## config.mk

```make
export PLATFORM = sky130hd
export DESIGN_NAME = pay_station
export DESIGN_NICKNAME = d
export VERILOG_FILES = /design/src/rtl/pay_station.sv
export SDC_FILE = /design/constraint.sdc
export NUM_CORES = 1
export LEC_CHECK = 0
export ABC_AREA = 1
export CORE_MARGIN = 1.5
export CORE_UTILIZATION = 40
export DETAILED_ROUTE_END_ITERATION = 10
export SLEW_MARGIN = 20
export SYNTH_ARGS = -nofsm -noshare
export SYNTH_HDL_FRONTEND = slang
export SYNTH_SLANG_ARGS = --single-unit
```

## constraint.sdc

```tcl
create_clock -name clk_i -period 3.55 [get_ports clk_i]
set_clock_uncertainty 0.1 [all_clocks]
set_input_delay 0.71 -clock clk_i [delete_from_list [all_inputs] [get_ports clk_i]]
set_output_delay 0.71 -clock clk_i [all_outputs]
set_load 0.02 [all_outputs]
```

## src/rtl/pay_station.sv

```systemverilog
// Parking pay station: collects coins against a fixed fee, reports change and
// refunds, and holds pay_ok_o until the gate controller consumes the payment.
module pay_station #(
  parameter int FEE         = 15,
  parameter int TIMEOUT_CYC = 1000,
  parameter int TMR_W       = 10
) (
  input  logic       clk_i,
  input  logic       reset_i,
  input  logic       car_i,
  input  logic       coin_valid_i,
  input  logic [1:0] coin_code_i,
  input  logic       cancel_i,
  input  logic       gate_open_i,
  output logic       pay_ok_o,
  output logic [7:0] credit_o,
  output logic       change_valid_o,
  output logic [7:0] change_o,
  output logic       coin_reject_o
);

  typedef enum logic [1:0] {
    IDLE    = 2'd0,
    COLLECT = 2'd1,
    PAID    = 2'd2,
    REFUND  = 2'd3
  } state_t;

  localparam logic [7:0]       FEE_C    = 8'(FEE);
  localparam logic [TMR_W-1:0] TMO_LAST = TMR_W'(TIMEOUT_CYC - 1);

  function automatic logic [7:0] coin_value(input logic [1:0] code);
    case (code)
      2'd0:    coin_value = 8'd1;
      2'd1:    coin_value = 8'd2;
      2'd2:    coin_value = 8'd5;
      default: coin_value = 8'd10;
    endcase
  endfunction

  // Credit never wraps: anything above 255 clamps to 255.
  function automatic logic [7:0] sat_add(input logic [7:0] a, input logic [7:0] b);
    logic [8:0] s;
    s = {1'b0, a} + {1'b0, b};
    sat_add = s[8] ? 8'hFF : s[7:0];
  endfunction

  state_t           state_q, state_d;
  logic [TMR_W-1:0] timer_q, timer_d;
  logic [7:0]       credit_d, change_d, coin_val, sum;
  logic             pay_ok_d, change_valid_d, coin_reject_d;

  assign coin_val = coin_value(coin_code_i);
  assign sum      = sat_add(credit_o, coin_val);

  always_comb begin
    state_d        = state_q;
    timer_d        = timer_q;
    credit_d       = credit_o;
    change_d       = change_o;
    pay_ok_d       = pay_ok_o;
    change_valid_d = 1'b0;
    coin_reject_d  = 1'b0;

    case (state_q)
      IDLE: begin
        pay_ok_d = 1'b0;
        timer_d  = '0;
        if (coin_valid_i) begin
          if (car_i) begin
            state_d  = COLLECT;
            credit_d = coin_val;
          end else begin
            coin_reject_d = 1'b1;
          end
        end
      end

      COLLECT: begin
        if (!car_i || cancel_i) begin
          // Departure/cancel wins over a simultaneous coin, which goes back.
          state_d        = REFUND;
          change_d       = credit_o;
          change_valid_d = 1'b1;
          credit_d       = '0;
          timer_d        = '0;
          coin_reject_d  = coin_valid_i;
        end else if (coin_valid_i) begin
          timer_d = '0;
          if (sum >= FEE_C) begin
            state_d        = PAID;
            change_d       = sum - FEE_C;
            change_valid_d = 1'b1;
            pay_ok_d       = 1'b1;
            credit_d       = '0;
          end else begin
            credit_d = sum;
          end
        end else if (timer_q == TMO_LAST) begin
          state_d        = REFUND;
          change_d       = credit_o;
          change_valid_d = 1'b1;
          credit_d       = '0;
          timer_d        = '0;
        end else begin
          timer_d = timer_q + TMR_W'(1);
        end
      end

      PAID: begin
        // A paid ticket survives the car backing off; only the gate consumes it.
        coin_reject_d = coin_valid_i;
        if (gate_open_i) begin
          state_d  = IDLE;
          pay_ok_d = 1'b0;
        end
      end

      default: begin
        coin_reject_d = coin_valid_i;
        state_d       = IDLE;
      end
    endcase
  end

  always_ff @(negedge clk_i or posedge reset_i) begin
    if (reset_i) begin
      state_q        <= IDLE;
      timer_q        <= '0;
      credit_o       <= '0;
      change_o       <= '0;
      pay_ok_o       <= 1'b0;
      change_valid_o <= 1'b0;
      coin_reject_o  <= 1'b0;
    end else begin
      state_q        <= state_d;
      timer_q        <= timer_d;
      credit_o       <= credit_d;
      change_o       <= change_d;
      pay_ok_o       <= pay_ok_d;
      change_valid_o <= change_valid_d;
      coin_reject_o  <= coin_reject_d;
    end
  end

endmodule

```

=== Word-level counts from Yosys, hierarchy flattened ===
Cells that the tools add are included.

* Input bits: 8
* Output and inout port bits: 19
* Logic and storage cells: 75
* Flip-flop bits (word level): 31

* Reduce and logical (&&, ||, !) cells: 11
* Equal/unequal tests: 14
* $add $sub $neg: 3
* Muxes and demuxes: 39
* Magnitude comparators: 1

{| class="wikitable"
|+ Operator list
! operator !! number
|-
| 8-bit two-way mux || 11
|-
| 10-bit two-way mux || 3
|-
| 10-bit one-hot mux with 2 select lines || 1
|-
| 8-bit one-hot mux with 2 select lines || 1
|-
| 2-bit two-way mux || 7
|-
| 1-bit two-way mux || 12
|-
| 2-bit != test (second input constant) || 6
|-
| 4-bit one-hot mux with 3 select lines || 1
|-
| 10-bit by 1-bit adder with 10-bit output (second input constant) || 1
|-
| 10-bit equality test (second input constant) || 1
|-
| 5-bit AND reduction || 2
|-
| 8-bit by 8-bit adder with 9-bit output || 1
|-
| 8-bit by 4-bit greater-or-equal comparator with 1-bit output (second input constant) || 1
|-
| 4-bit != test (second input constant) || 2
|-
| 8-bit by 4-bit subtractor with 8-bit output (second input constant) || 1
|-
| 2-bit one-hot mux with 3 select lines || 1
|-
| 3-bit nonzero test || 2
|-
| 2-bit by 1-bit equality test with 1-bit output (second input constant) || 2
|-
| 2-bit equality test (second input constant) || 2
|-
| 2-bit zero test || 2
|-
| 4-bit AND reduction || 1
|-
| 3-bit by 1-bit != test with 1-bit output (second input constant) || 1
|-
| 1-bit one-hot mux with 3 select lines || 1
|-
| 3-bit AND reduction || 1
|-
| other kinds (4) || 4
|}

=== Depth between registers and ports, before layout ===
* Depth in word-level cells: 9
* Depth in mapped cells: 18
* Gate-level depth less buffers: 18

==> impl_metrics.py <==
metrics = {
    "cells_and_area": {
        "fillers": 454,
        "stdcell_area_um2": 3480,
        "antennaDiodeCount": 0,
        "drive_above_1_share": 0.509,
        "nets": 399,
        "syn2layout_area_growth_pct": 62.7,
        "fin_cells": 455,
    },
    "clock_tree": {
        "cts_hold_buffers": 0,
        "clock-sinks": 31,
        "clock-root-buffer": "clkbuf_8",
        "clock_latency_ns": 0.29,
        "h-tree-depth": 2,
        "cts_tree": "yes",
        "cts_buffers": 5,
        "clockBufferDepth": 2,
        "path_clk_slew_ns": 0.05,
    },
    "yosys": {
        "synth_compound_area_frac": 0.106,
        "synth_area_per_cell_um2": 7.61,
        "synth.area.top_cells": "dfrtn_1, nand2_1, inv_1",
        "postSynth.asyncResetShare": 1.00,
        "yosysMostFrequentCell": "nand2_1",
        "synthDistinctLibCells": 40,
        "muxShareOfSynthArea": 0,
        "synth_top_family_by_area": "simple AND/OR/NAND/NOR gates",
        "yosysWarnings": 0,
        "synth-xor-area-share": 0.0164,
        "syn_nets": 296,
        "synthDominantCellAreaShare": 0.363,
        "post-synth-top-area-cell": "dfrtn_1",
        "synth-simple-area-share": 0.372,
        "synth_fa_ha_area_frac": 0.0445,
        "synth-main-ff-cell": "dfrtn_1",
        "synth_commonest_cells": "nand2_1, inv_1, dfrtn_1, nand3_1, nor2_1",
        "seq_area_frac_synth": 0.363,
        "netlist_area_um2": 2140,
        "synth_edf_count": 0,
        "syn_inst": 281,
        "synth-seq-cells": 31,
    },
    "global_routing": {
        "grt-ovfl-total": 0,
        "grt_pass1_vias": 2135,
        "grt_usage": 0.217,
        "globalRouteMet2Util": 0.378,
        "use_met1": 0.263,
        "grt_first_pass_wirelength_um": 9940,
        "antenna_found_initial": 0,
        "busiest_layer": "met2",
        "grt_max_degree": 32,
        "grtUsageMet3": 0.0431,
    },
    "sta": {
        "rsz0062_at_grt": "yes",
        "fin_ws_ns": -0.750,
        "setup_violations": 16,
        "whs_ns": 0.365,
        "slew_violations": 0,
        "finalSetupTns_ns": -11.24,
        "maxSlewHeadroom": 0.718,
        "worst_pin_slew_ns": 0.423,
        "hold_viol_final": 0,
    },
    "setup_path": {
        "crit_type": "input port to register",
        "startpoint_type": "input port",
        "endpoint_kind": "register",
        "crit_path_max_incr_delay_ns": 0.36,
        "crit_buf_inv": 5,
        "worst_ep_required_time_ns": 1.82,
        "cpMostUsedCell": "nand3_4",
        "crit_fanout": 5,
        "critPathSlowestCell": "fa_2",
        "cp_data_arrival_time_ns": 2.57,
        "path_cells": "buf_12 -> inv_12 -> ha_4 -> inv_2 -> fa_2 -> inv_2 -> nand3_4 -> nand2_4 -> nand2_8 -> nand2_4 -> ha_4 -> nand3_4 -> nand4_4 -> buf_6 -> nand3_4 -> nand2_2 -> nand2_1",
        "cp_top_family": "simple AND/OR/NAND/NOR gates",
    },
    "drt": {
        "wl_per_cell_um": 13.5,
        "vias": 2182,
        "detail_route.iter0.violations": 84,
        "post-route-drc-count": 0,
        "ant_nets": 0,
        "wirelength_um": 6130,
        "drtPass1Iterations": 4,
        "routed_via_density": 4.80,
    },
    "floorplanning": {
        "num_rows": 26,
        "dieArea_um2": 5790,
        "die_w_um": 76.1,
        "ios": 27,
        "start_util": 0.416,
        "die_y_um": 76.1,
        "core_um2": 5140,
    },
    "power_and_ir_drop": {
        "sequentialPowerShare": 0.192,
        "leakage_nw": 1.74,
        "clkPwrFrac": 0.138,
        "ir_drop_v": 0.000462,
        "power_switching_mw": 1.17,
        "switching_share": 0.441,
        "internal_power_mw": 1.48,
        "power_density_nw_per_um2": 760,
        "power_frac_comb": 0.670,
    },
    "flow_run": {
        "drv_cap": 0,
    },
    "placed_design": {
        "dp_hpwl_um": 4000,
        "gp_congestion": 0.846,
        "placed_cell_area_um2": 2910,
        "dp_slack_ns": -1.58,
        "dpl.cell_count": 422,
        "portBuffers": 26,
    },
    "run_status": {
        "outcome": "finished, violations left",
        "violations": "negative setup slack",
    },
    "worst_hold_path": {
        "hold_class": "register to register",
    },
}
==> repair_timing <==
action | in CTS | in global routing
resized for setup | 134 | 37
gates cloned | 3 | 0
setup endpoints to repair | 46 | 30
buffers inserted | 23 | 8
pin swaps | 38 | 32
==> worst register-to-register path: stages (launching register included) <==
cell and delay, ns:
dfrtn_1 0.40, buf_4 0.14, ha_4 0.14, inv_2 0.04
fa_2 0.36, inv_2 0.09, nand3_4 0.07, nand2_4 0.12
nand2_8 0.08, nand2_4 0.10, ha_4 0.15, nand3_4 0.09
nand4_4 0.13, buf_6 0.12, nand3_4 0.10, nand2_2 0.10
nand2_1 0.05
==> worst paths after layout <==
| check | slack (ns) | endpoint | cells past startpoint | start |
|---|---|---|---|---|
| max reg2reg | 1.04 | change_o[6] | 16 | credit_o[0] |
| min reg2reg | 0.36 | timer_q[1] | 2 | timer_q[1] |
| max in group asynchronous | 0.82 | timer_q[8] | 3 | reset_i |
| min in group asynchronous | 2.33 | credit_o[7] | 3 | reset_i |
| min | 0.36 | timer_q[1] | 2 | timer_q[1] |
| max | -0.75 | change_o[6] | 17 | coin_code_i[0] |
==> logic make-up after synthesis <==
kind of cell | count (synthesis)
and+or+nand+nor | 150
DFF | 31
xor gates and xnor gates | 4
adders and majority gates | 7
AOI/OAI and AO/OA | 37
buffers and inverters | 52
==> registers in the layout (all words and copies together), names as in the netlist <==
signal / count
change_o: 8
change_valid_o: 1
coin_reject_o: 1
credit_o: 8
pay_ok_o: 1
state_q: 2
timer_q: 10
==> stage by stage <==
step | util | total power, mW
floorplan | - | 1.35
global placement | 0.567 | 1.92
detailed placement | 0.567 | 1.93
CTS | 0.648 | 2.53
global route | 0.677 | 2.82
finish | 0.677 | 2.65
==> power by group through the flow <==
stage                     registers, mW  logic (mW)  clock network [mW]
after floorplan                   0.606       0.744                   0
after global placement            0.513        1.40                   0
after detailed placement          0.513        1.42                   0
after CTS                         0.508        1.65               0.374
after global routing              0.518        1.91               0.387
final                             0.509        1.77               0.365
==> layout by cell type, fill, tap and decap left out, types with 5 or more instances in the layout <==
master and count:
dfrtn_1 31, nand2_4 5, o21ai_1 5, o21ai_2 5, buf_4 64, nor2_1 14, nand2_8 5, buf_6 7
o21ai_0 7, clkbuf_8 6, nand3_2 9, nor2_2 5, nor2_4 5, nand3_4 6, nand4_1 7, nand2_2 23
buf_2 15, inv_2 9, nand3_1 13, nand2_1 52, a21oi_1 9, inv_1 34
==> per-layer routing <==
metal	wire, um	up-vias
met4	112	0
met3	209	13
met1	2670	1018
li1	-	1112
met5	0	-
met2	3130	39
==> layout make-up <==
class,instances,area (um^2),area share
sequential,31,776,0.223
multi-input combinational,201,1510,0.433
timing repair buffer,99,788,0.227
clock buffer,6,82.6,0.0237
clock inverter,2,35.0,0.0101
tap,70,87.6,0.0252
inverter,46,203,0.0583
(Power assumes the default switching activity.)
